[src/rtl/saxil_pkg.sv]
// Shared response codes and sizing helper for the AXI4-Lite register-bank read slave.
package saxil_pkg;

  typedef logic [1:0] resp_t;

  localparam resp_t RESP_OKAY   = 2'b00;
  localparam resp_t RESP_SLVERR = 2'b10;

  // Ceiling log2; clog2(1) = 0.
  function automatic int clog2(input int value);
    int r;
    r = 0;
    for (int i = 0; i < 31; i++) begin
      if ((1 << i) < value) r = i + 1;
    end
    return r;
  endfunction

endpackage

[src/rtl/saxil_read_regbank_if.sv]
// AXI4-Lite read address and read data channels between interconnect master and slave.
interface saxil_read_regbank_if #(
  parameter int ADDR_WIDTH = 32,
  parameter int DATA_WIDTH = 32
);
  logic                  saxil_read_arvalid;
  logic                  saxil_read_arready;
  logic [ADDR_WIDTH-1:0] saxil_read_araddr;
  logic [2:0]            saxil_read_arprot;
  logic                  saxil_read_rvalid;
  logic                  saxil_read_rready;
  logic [DATA_WIDTH-1:0] saxil_read_rdata;
  logic [1:0]            saxil_read_rresp;

  modport master (
    output saxil_read_arvalid, saxil_read_araddr, saxil_read_arprot, saxil_read_rready,
    input  saxil_read_arready, saxil_read_rvalid, saxil_read_rdata, saxil_read_rresp
  );

  modport slave (
    input  saxil_read_arvalid, saxil_read_araddr, saxil_read_arprot, saxil_read_rready,
    output saxil_read_arready, saxil_read_rvalid, saxil_read_rdata, saxil_read_rresp
  );
endinterface

[src/rtl/saxil_resp_fifo.sv]
// Synchronous response FIFO; reset clears pointers and count, storage is left as-is.
module saxil_resp_fifo
  import saxil_pkg::*;
#(
  parameter int WIDTH = 34,
  parameter int DEPTH = 4,
  localparam int PTR_W = clog2(DEPTH),
  localparam int CNT_W = PTR_W + 1
) (
  input  logic             clk,
  input  logic             rst,
  input  logic             push,
  input  logic [WIDTH-1:0] push_data,
  input  logic             pop,
  output logic [WIDTH-1:0] head_data,
  output logic             full,
  output logic             empty,
  output logic [CNT_W-1:0] count
);

  logic [PTR_W-1:0] wr_ptr_q, wr_ptr_d;
  logic [PTR_W-1:0] rd_ptr_q, rd_ptr_d;
  logic [CNT_W-1:0] count_q, count_d;
  logic [WIDTH-1:0] mem_q [DEPTH];
  logic [WIDTH-1:0] mem_d [DEPTH];
  logic             do_push;
  logic             do_pop;

  assign full      = (count_q == CNT_W'(DEPTH));
  assign empty     = (count_q == '0);
  assign count     = count_q;
  assign head_data = mem_q[rd_ptr_q];
  assign do_push   = push && !full;
  assign do_pop    = pop && !empty;

  always_comb begin
    wr_ptr_d = wr_ptr_q;
    rd_ptr_d = rd_ptr_q;
    mem_d    = mem_q;
    if (do_push) begin
      mem_d[wr_ptr_q] = push_data;
      wr_ptr_d        = wr_ptr_q + PTR_W'(1);
    end
    if (do_pop) rd_ptr_d = rd_ptr_q + PTR_W'(1);
    unique case ({do_push, do_pop})
      2'b10:   count_d = count_q + CNT_W'(1);
      2'b01:   count_d = count_q - CNT_W'(1);
      default: count_d = count_q;
    endcase
  end

  always_ff @(posedge clk) begin
    if (rst) begin
      wr_ptr_q <= '0;
      rd_ptr_q <= '0;
      count_q  <= '0;
    end else begin
      wr_ptr_q <= wr_ptr_d;
      rd_ptr_q <= rd_ptr_d;
      count_q  <= count_d;
    end
  end

  always_ff @(posedge clk) begin
    mem_q <= mem_d;
  end

endmodule

[src/rtl/saxil_read_regbank.sv]
// AXI4-Lite read slave serving a local register bank with range/secure checks and queued responses.
module saxil_read_regbank
  import saxil_pkg::*;
#(
  parameter int                  ADDR_WIDTH  = 32,
  parameter int                  DATA_WIDTH  = 32,
  parameter int                  NUM_REGS    = 16,
  parameter int                  RESP_DEPTH  = 4,
  parameter logic [NUM_REGS-1:0] SECURE_MASK = {NUM_REGS{1'b0}},
  localparam int                 IDX_W       = (NUM_REGS > 1) ? clog2(NUM_REGS) : 1
) (
  input  logic                  saxil_read_regbank_clk,
  input  logic                  saxil_read_regbank_rst,
  saxil_read_regbank_if.slave   s_axil,
  input  logic                  reg_wr_en,
  input  logic [IDX_W-1:0]      reg_wr_idx,
  input  logic [DATA_WIDTH-1:0] reg_wr_data
);

  localparam int ADDR_LSB = clog2(DATA_WIDTH / 8);
  localparam int CNT_W    = clog2(RESP_DEPTH) + 1;

  typedef struct packed {
    resp_t                 resp;
    logic [DATA_WIDTH-1:0] data;
  } entry_t;

  logic                  rst;
  logic [DATA_WIDTH-1:0] bank_q [NUM_REGS];
  logic [DATA_WIDTH-1:0] bank_d [NUM_REGS];
  logic [ADDR_WIDTH-1:0] word;
  logic [IDX_W-1:0]      rd_idx;
  logic                  in_range;
  logic                  secure_deny;
  logic                  ar_ready;
  logic                  r_valid;
  logic                  ar_hs;
  logic                  r_hs;
  entry_t                push_entry;
  entry_t                head_entry;
  logic                  fifo_empty;
  logic [CNT_W-1:0]      fifo_count;
  logic                  unused_fifo_full;
  logic [1:0]            unused_prot;

  assign rst         = saxil_read_regbank_rst;
  assign unused_prot = {s_axil.saxil_read_arprot[2], s_axil.saxil_read_arprot[0]};

  // Decode: low address bits select bytes within a word and are ignored.
  assign word        = s_axil.saxil_read_araddr >> ADDR_LSB;
  assign rd_idx      = word[IDX_W-1:0];
  assign in_range    = (word < ADDR_WIDTH'(NUM_REGS));
  assign secure_deny = SECURE_MASK[rd_idx] && s_axil.saxil_read_arprot[1];

  always_comb begin
    push_entry.resp = RESP_OKAY;
    push_entry.data = '0;
    if (!in_range || secure_deny) push_entry.resp = RESP_SLVERR;
    else                          push_entry.data = bank_q[rd_idx];
  end

  // arready looks only at the current fill level, so a same-edge pop never frees a slot early.
  assign ar_ready = !rst && (fifo_count < CNT_W'(RESP_DEPTH));
  assign r_valid  = !rst && !fifo_empty;
  assign ar_hs    = s_axil.saxil_read_arvalid && ar_ready;
  assign r_hs     = r_valid && s_axil.saxil_read_rready;

  assign s_axil.saxil_read_arready = ar_ready;
  assign s_axil.saxil_read_rvalid  = r_valid;
  assign s_axil.saxil_read_rdata   = rst ? '0 : head_entry.data;
  assign s_axil.saxil_read_rresp   = rst ? RESP_OKAY : head_entry.resp;

  saxil_resp_fifo #(
    .WIDTH ($bits(entry_t)),
    .DEPTH (RESP_DEPTH)
  ) u_resp_fifo (
    .clk       (saxil_read_regbank_clk),
    .rst       (rst),
    .push      (ar_hs),
    .push_data (push_entry),
    .pop       (r_hs),
    .head_data (head_entry),
    .full      (unused_fifo_full),
    .empty     (fifo_empty),
    .count     (fifo_count)
  );

  // Local writes land at the edge, so a same-edge read still sees the old bank value.
  always_comb begin
    bank_d = bank_q;
    if (reg_wr_en && ({1'b0, reg_wr_idx} < (IDX_W + 1)'(NUM_REGS))) begin
      bank_d[reg_wr_idx] = reg_wr_data;
    end
  end

  always_ff @(posedge saxil_read_regbank_clk) begin
    if (rst) bank_q <= '{default: '0};
    else     bank_q <= bank_d;
  end

endmodule
[src/flat_wrapper.sv]
// flat-port wrapper written by rule: the top's interface ports become plain ports
module saxil_read_regbank_flat import saxil_pkg::*;
#(
  parameter int                  ADDR_WIDTH  = 32,
  parameter int                  DATA_WIDTH  = 32,
  parameter int                  NUM_REGS    = 16,
  parameter int                  RESP_DEPTH  = 4,
  parameter logic [NUM_REGS-1:0] SECURE_MASK = {NUM_REGS{1'b0}},
  localparam int                 IDX_W       = (NUM_REGS > 1) ? clog2(NUM_REGS) : 1
)
  (saxil_read_regbank_clk, saxil_read_regbank_rst, reg_wr_en, reg_wr_idx, reg_wr_data, s_axil_saxil_read_arvalid, s_axil_saxil_read_araddr, s_axil_saxil_read_arprot, s_axil_saxil_read_rready, s_axil_saxil_read_arready, s_axil_saxil_read_rvalid, s_axil_saxil_read_rdata, s_axil_saxil_read_rresp);
  saxil_read_regbank_if #(.ADDR_WIDTH(ADDR_WIDTH), .DATA_WIDTH(DATA_WIDTH)) s_axil_i ();
  input  logic saxil_read_regbank_clk;
  input  logic saxil_read_regbank_rst;
  input  logic reg_wr_en;
  input  logic [IDX_W-1:0] reg_wr_idx;
  input  logic [DATA_WIDTH-1:0] reg_wr_data;
  input wire logic [$bits(s_axil_i.saxil_read_arvalid)-1:0] s_axil_saxil_read_arvalid;
  input wire logic [$bits(s_axil_i.saxil_read_araddr)-1:0] s_axil_saxil_read_araddr;
  input wire logic [$bits(s_axil_i.saxil_read_arprot)-1:0] s_axil_saxil_read_arprot;
  input wire logic [$bits(s_axil_i.saxil_read_rready)-1:0] s_axil_saxil_read_rready;
  output wire logic [$bits(s_axil_i.saxil_read_arready)-1:0] s_axil_saxil_read_arready;
  output wire logic [$bits(s_axil_i.saxil_read_rvalid)-1:0] s_axil_saxil_read_rvalid;
  output wire logic [$bits(s_axil_i.saxil_read_rdata)-1:0] s_axil_saxil_read_rdata;
  output wire logic [$bits(s_axil_i.saxil_read_rresp)-1:0] s_axil_saxil_read_rresp;
  assign s_axil_i.saxil_read_arvalid = s_axil_saxil_read_arvalid;
  assign s_axil_i.saxil_read_araddr = s_axil_saxil_read_araddr;
  assign s_axil_i.saxil_read_arprot = s_axil_saxil_read_arprot;
  assign s_axil_i.saxil_read_rready = s_axil_saxil_read_rready;
  assign s_axil_saxil_read_arready = s_axil_i.saxil_read_arready;
  assign s_axil_saxil_read_rvalid = s_axil_i.saxil_read_rvalid;
  assign s_axil_saxil_read_rdata = s_axil_i.saxil_read_rdata;
  assign s_axil_saxil_read_rresp = s_axil_i.saxil_read_rresp;
  saxil_read_regbank #(.ADDR_WIDTH(ADDR_WIDTH), .DATA_WIDTH(DATA_WIDTH), .NUM_REGS(NUM_REGS), .RESP_DEPTH(RESP_DEPTH), .SECURE_MASK(SECURE_MASK)) u_core (.saxil_read_regbank_clk(saxil_read_regbank_clk), .saxil_read_regbank_rst(saxil_read_regbank_rst), .s_axil(s_axil_i), .reg_wr_en(reg_wr_en), .reg_wr_idx(reg_wr_idx), .reg_wr_data(reg_wr_data));
endmodule
[config.mk]
export PLATFORM = sky130hd
export DESIGN_NAME = saxil_read_regbank_flat
export DESIGN_NICKNAME = d
export VERILOG_FILES = /design/src/rtl/saxil_pkg.sv /design/src/rtl/saxil_read_regbank_if.sv /design/src/rtl/saxil_resp_fifo.sv /design/src/rtl/saxil_read_regbank.sv /design/src/flat_wrapper.sv
export SDC_FILE = /design/constraint.sdc
export NUM_CORES = 1
export LEC_CHECK = 0
export ABC_AREA = 1
export BUFFER_PORTS_ARGS = -buffer_cell sky130_fd_sc_hd__clkbuf_2
export CAP_MARGIN = 20
export CORE_UTILIZATION = 60
export CTS_CLUSTER_DIAMETER = 80
export DETAILED_ROUTE_END_ITERATION = 6
export PLACE_DENSITY = 0.78
export RECOVER_POWER = 100
export SLEW_MARGIN = 40
export SYNTH_ARGS = -nofsm -noshare
export SYNTH_HDL_FRONTEND = slang
export SYNTH_SLANG_ARGS = --single-unit
[constraint.sdc]
create_clock -name saxil_read_regbank_clk -period 5.1 [get_ports saxil_read_regbank_clk]
set_clock_uncertainty 0.05 [all_clocks]
set_input_delay 1.53 -clock saxil_read_regbank_clk [delete_from_list [all_inputs] [get_ports saxil_read_regbank_clk]]
set_output_delay 1.53 -clock saxil_read_regbank_clk [all_outputs]
set_load 0.02 [all_outputs]
==> results.md <==
- Min-delay src: u_core.bank_q[497]$_SDFFE_PP0P_
- Net Count, Synth: 4000
- Ys Warns: 0
- FF-to-FF path depth: 5
- Initial antenna violation count: 12
- Post-Layout Cell Count: 4514
- Tot GR Track Use: around 36%
- Cts repair resizes: 0
- GR Layer Usage met1: between 40% and 50%
- Max cap viols: 5
- Final nets: about 3900
- Post-Syn Area: between 0.02 and 0.03 mm2
- Worst reg2reg path startpoint: u_core.u_resp_fifo.count[2]$_SDFFE_PP0P_
- Post-DR vias/cell: a little under 6
- Cell family with the largest share of critical-path delay: buffers and inverters
- GRT overflow: 0
- Multiplexer share of the synthesized area: 0%
- Worst setup path startpoint: s_axil_saxil_read_araddr[4]
- CP endpoint kind: flip-flop
- Buf+Inv Stages, Crit Path: 3
- Met3 global-route usage: about 7%
- Internal power: 8.62 mW
- Hold Path Sink: u_core.bank_q[497]$_SDFFE_PP0P_
- R2r setup slk: 1990 ps
- Setup violations, final: 0
- Clk buf depth: 3
- Outcome: finished, violations left
- DR pass1 iterations: 5
- Top-area cell type share of the netlist area: 36.9%
- I/O Pins: between 100 and 150
- FMAX: around 220 MHz
- Htree depth: 3
- Total number of vias: approximately 27000
- Max Slew Vio Count: 228
- Sequential fraction of design power: 47.7%
- Post-route ant nets: 0
- Final Hold Vio Count: 0
- Clock sink count: between 600 and 700
- Final wirelength: 87.3 mm
- Die Height: 219 um
- Top post-synthesis cells by area: dfxtp_1 (37%), nor2_1 (16%), edfxtp_1 (14%), o21ai_0 (10%), nand2_1 (7.9%)
- Unique masters post-synth: 23
- Hold_buf cts: 0
- Cell Rows: approximately 80
- Busiest layer in global routing: met2
- Fin crit period: ~4500 ps
- Worst Tran Pin Value: 2250 ps
- CP Launch Type: input pin
- Worst skew pair latency: around 600 ps
- XOR/XNOR share of the synthesized area: less than 1%
- Failing checks: max-capacitance violations, max-slew violations
- Drc violations: 0
- Reg clk slew, reported paths: ~60 ps
- Power share of the clock group: approximately 45%
- Met2 usage: a little under three fifths
- Worst path cell trace: clkbuf_1, inv_1, clkbuf_1, nand3_1, nand3_1, nand2_1, nor2_1
- CP Max Fanout: 22
- Syn Area/Cell: 7.19 um2
- Final period utilization: between 80% and 90%
- CTS tree: yes
- Required @ worst endpoint: about 5400 ps
- Die Span X: between 200 and 250 um
- Crit Reg-Reg Endpoint: u_core.u_resp_fifo.mem_q[104]$_DFFE_PP_
- Tightest Hold Check Type: flip-flop to flip-flop
- Crit Path Class: input pin to flip-flop
- Proportion of layout cells with a drive suffix above 1: approximately 6.6%
- Synth Area in Adders: less than 1%
- Mapped Cells: approximately 4000
- Slew margin rel.: -50.2%
- Dpl hpwl: around 48 mm
- Synth Area in Simple Gates: around 30%
- Port bufs: 105
- RSZ-0062 raised after global routing: false
- CTS root buf: clkbuf_16
- Largest net degree at the start of global routing: about 110
- Compound-Gate Fraction of Synth Area: about an eighth
- #FFs+latches synth: roughly 650
- Total die area: between 0.04 and 0.05 mm2
- Combinational power share: around 7.5%
- Crit path DAT: about 4800 ps
- First-pass GRT wire length: 136 mm
- Seq/Total Area, Yosys: between 50% and 60%
- Switch Pwr: around 2.7 mW
- Starting Density: between 60% and 70%
- Avg WL per Cell: 19.3 um
- Worst IR Drop VDD: about 300 uV
- Vias in the first global route: ~25000
- CP peak stage delay: roughly 1100 ps
- Slowest cell on the critical path: clkbuf_1
- Area delta synth->final: 10.6%
- Core area: about 0.046 mm2
- Pwr/cell area: around 360 mW/mm2
- CTS buffer count: 68
- Sw frac: between 20% and 30%
- Postcts setup bufs: 0
- Placed cells: approximately 4400
- Largest area contributor in the netlist: dfxtp_1
- Hold path depth: 2
- DR iter-0 viols: about 3600
- Setup TNS: 0 ps
- Static leakage: between 10 and 15 nW
- Largest family of logic cells by synthesized area: simple AND/OR/NAND/NOR gates
- Gpl congestion: between 0.8 and 0.9
[routing by layer]
layer  wire (um)  share of wire [%]
met1       34600                 40
met2       39200                 45
met3        9450                 11
met4        4090                4.7
met5          13              0.015
[cells in the mapped netlist]
cell type	instances
buf_4	2
o21ai_1	14
buf_2	116
inv_1	66
clkinv_1	1
nand2_1	592
buf_1	14
clkbuf_1	188
edfxtp_1	132
dfxtp_1	519
inv_2	3
nor2_1	1200
xor2_1	1
a31oi_1	1
nor3b_1	1
a21oi_1	135
nand3_1	356
nand4_1	1
o21ai_0	568
ha_1	5
nor2_2	1
fa_1	1
conb_1	1
[final cells by class]
cell class              instances  area (um2)
clock inverters                21         282
flip-flops and latches        651       14400
inverters                      70         277
fillers                      3904       15300
diodes                         11        27.5
clock buffers                  97        1970
repair buffers                180        1210
multi-input cells            2877       12300
well taps                     607         759
[per-stage QoR]
step	power, mW	cell area, um2	utilization (%)	setup WS, ps	hold WS [ps]
floorplan	6.05	28200	-	1080	374
global placement	6.33	29000	62.4	931	382
detailed placement	6.35	29000	62.4	906	384
CTS	11.3	31200	67.3	903	393
global route	11.6	31200	67.1	440	407
finish	11.3	31200	67.1	566	395
[registers in the layout, summed over array words and instances, names as in the netlist]
| name | cells |
|---|---|
| u_core.u_resp_fifo.mem_q | 132 |
| u_core.u_resp_fifo.wr_ptr_q | 2 |
| u_core.u_resp_fifo.rd_ptr_q | 2 |
| u_core.bank_q | 512 |
| u_core.u_resp_fifo.count | 3 |
[logic make-up after synthesis]
| group | count (synthesis) |
|---|---|
| other | 1 |
| AOI/OAI and AO/OA | 718 |
| xor gates and xnor gates | 1 |
| and+or+nand+nor | 2151 |
| adders and majority gates | 6 |
| DFF | 651 |
| buffers and inverters | 390 |
[worst min-delay path: stages, from the launching register on]
cell and delay, ps:
dfxtp_1 310, inv_1 50, a21oi_1 50
[power by group through the flow]
stage	registers (mW)	logic (mW)	clock network, mW
detailed placement	5.51	0.836	0
floorplan	5.50	0.554	0
global placement	5.51	0.823	0
global route	5.41	0.928	5.30
CTS	5.40	0.842	5.08
finish	5.40	0.851	5.07
[placed cells by master (no fill, tap or decap), types with 2 or more instances in the layout]
| master | instances |
|---|---|
| nor2_1 | 1183 |
| nand2_1 | 592 |
| o21ai_0 | 580 |
| dfxtp_1 | 518 |
| nand3_1 | 355 |
| a21oi_1 | 135 |
| edfxtp_1 | 132 |
| clkbuf_16 | 71 |
| clkbuf_2 | 71 |
| clkbuf_1 | 62 |
| inv_1 | 57 |
| buf_4 | 45 |
| buf_12 | 16 |
| nor2_2 | 15 |
| clkinv_2 | 13 |
| diode_2 | 11 |
| clkbuf_8 | 11 |
| clkinv_1 | 10 |
| bufinv_16 | 7 |
| ha_1 | 5 |
| nor2_4 | 3 |
| o21ai_1 | 2 |
[worst max path at each step]
stage | endpoint | slack, ps | cells after the start
2_1_floorplan | u_core.u_resp_fifo.mem_q[0]$_DFFE_PP_ | 1080 | 3
3_3_place_gp | s_axil_saxil_read_rvalid | 930 | 4
3_5_place_dp | s_axil_saxil_read_rvalid | 910 | 4
4_1_cts | s_axil_saxil_read_rvalid | 900 | 4
5_1_grt | u_core.bank_q[295]$_SDFFE_PP0P_ | 440 | 6
6_report | u_core.u_resp_fifo.mem_q[70]$_DFFE_PP_ | 570 | 7
(Power assumes the default switching activity.)
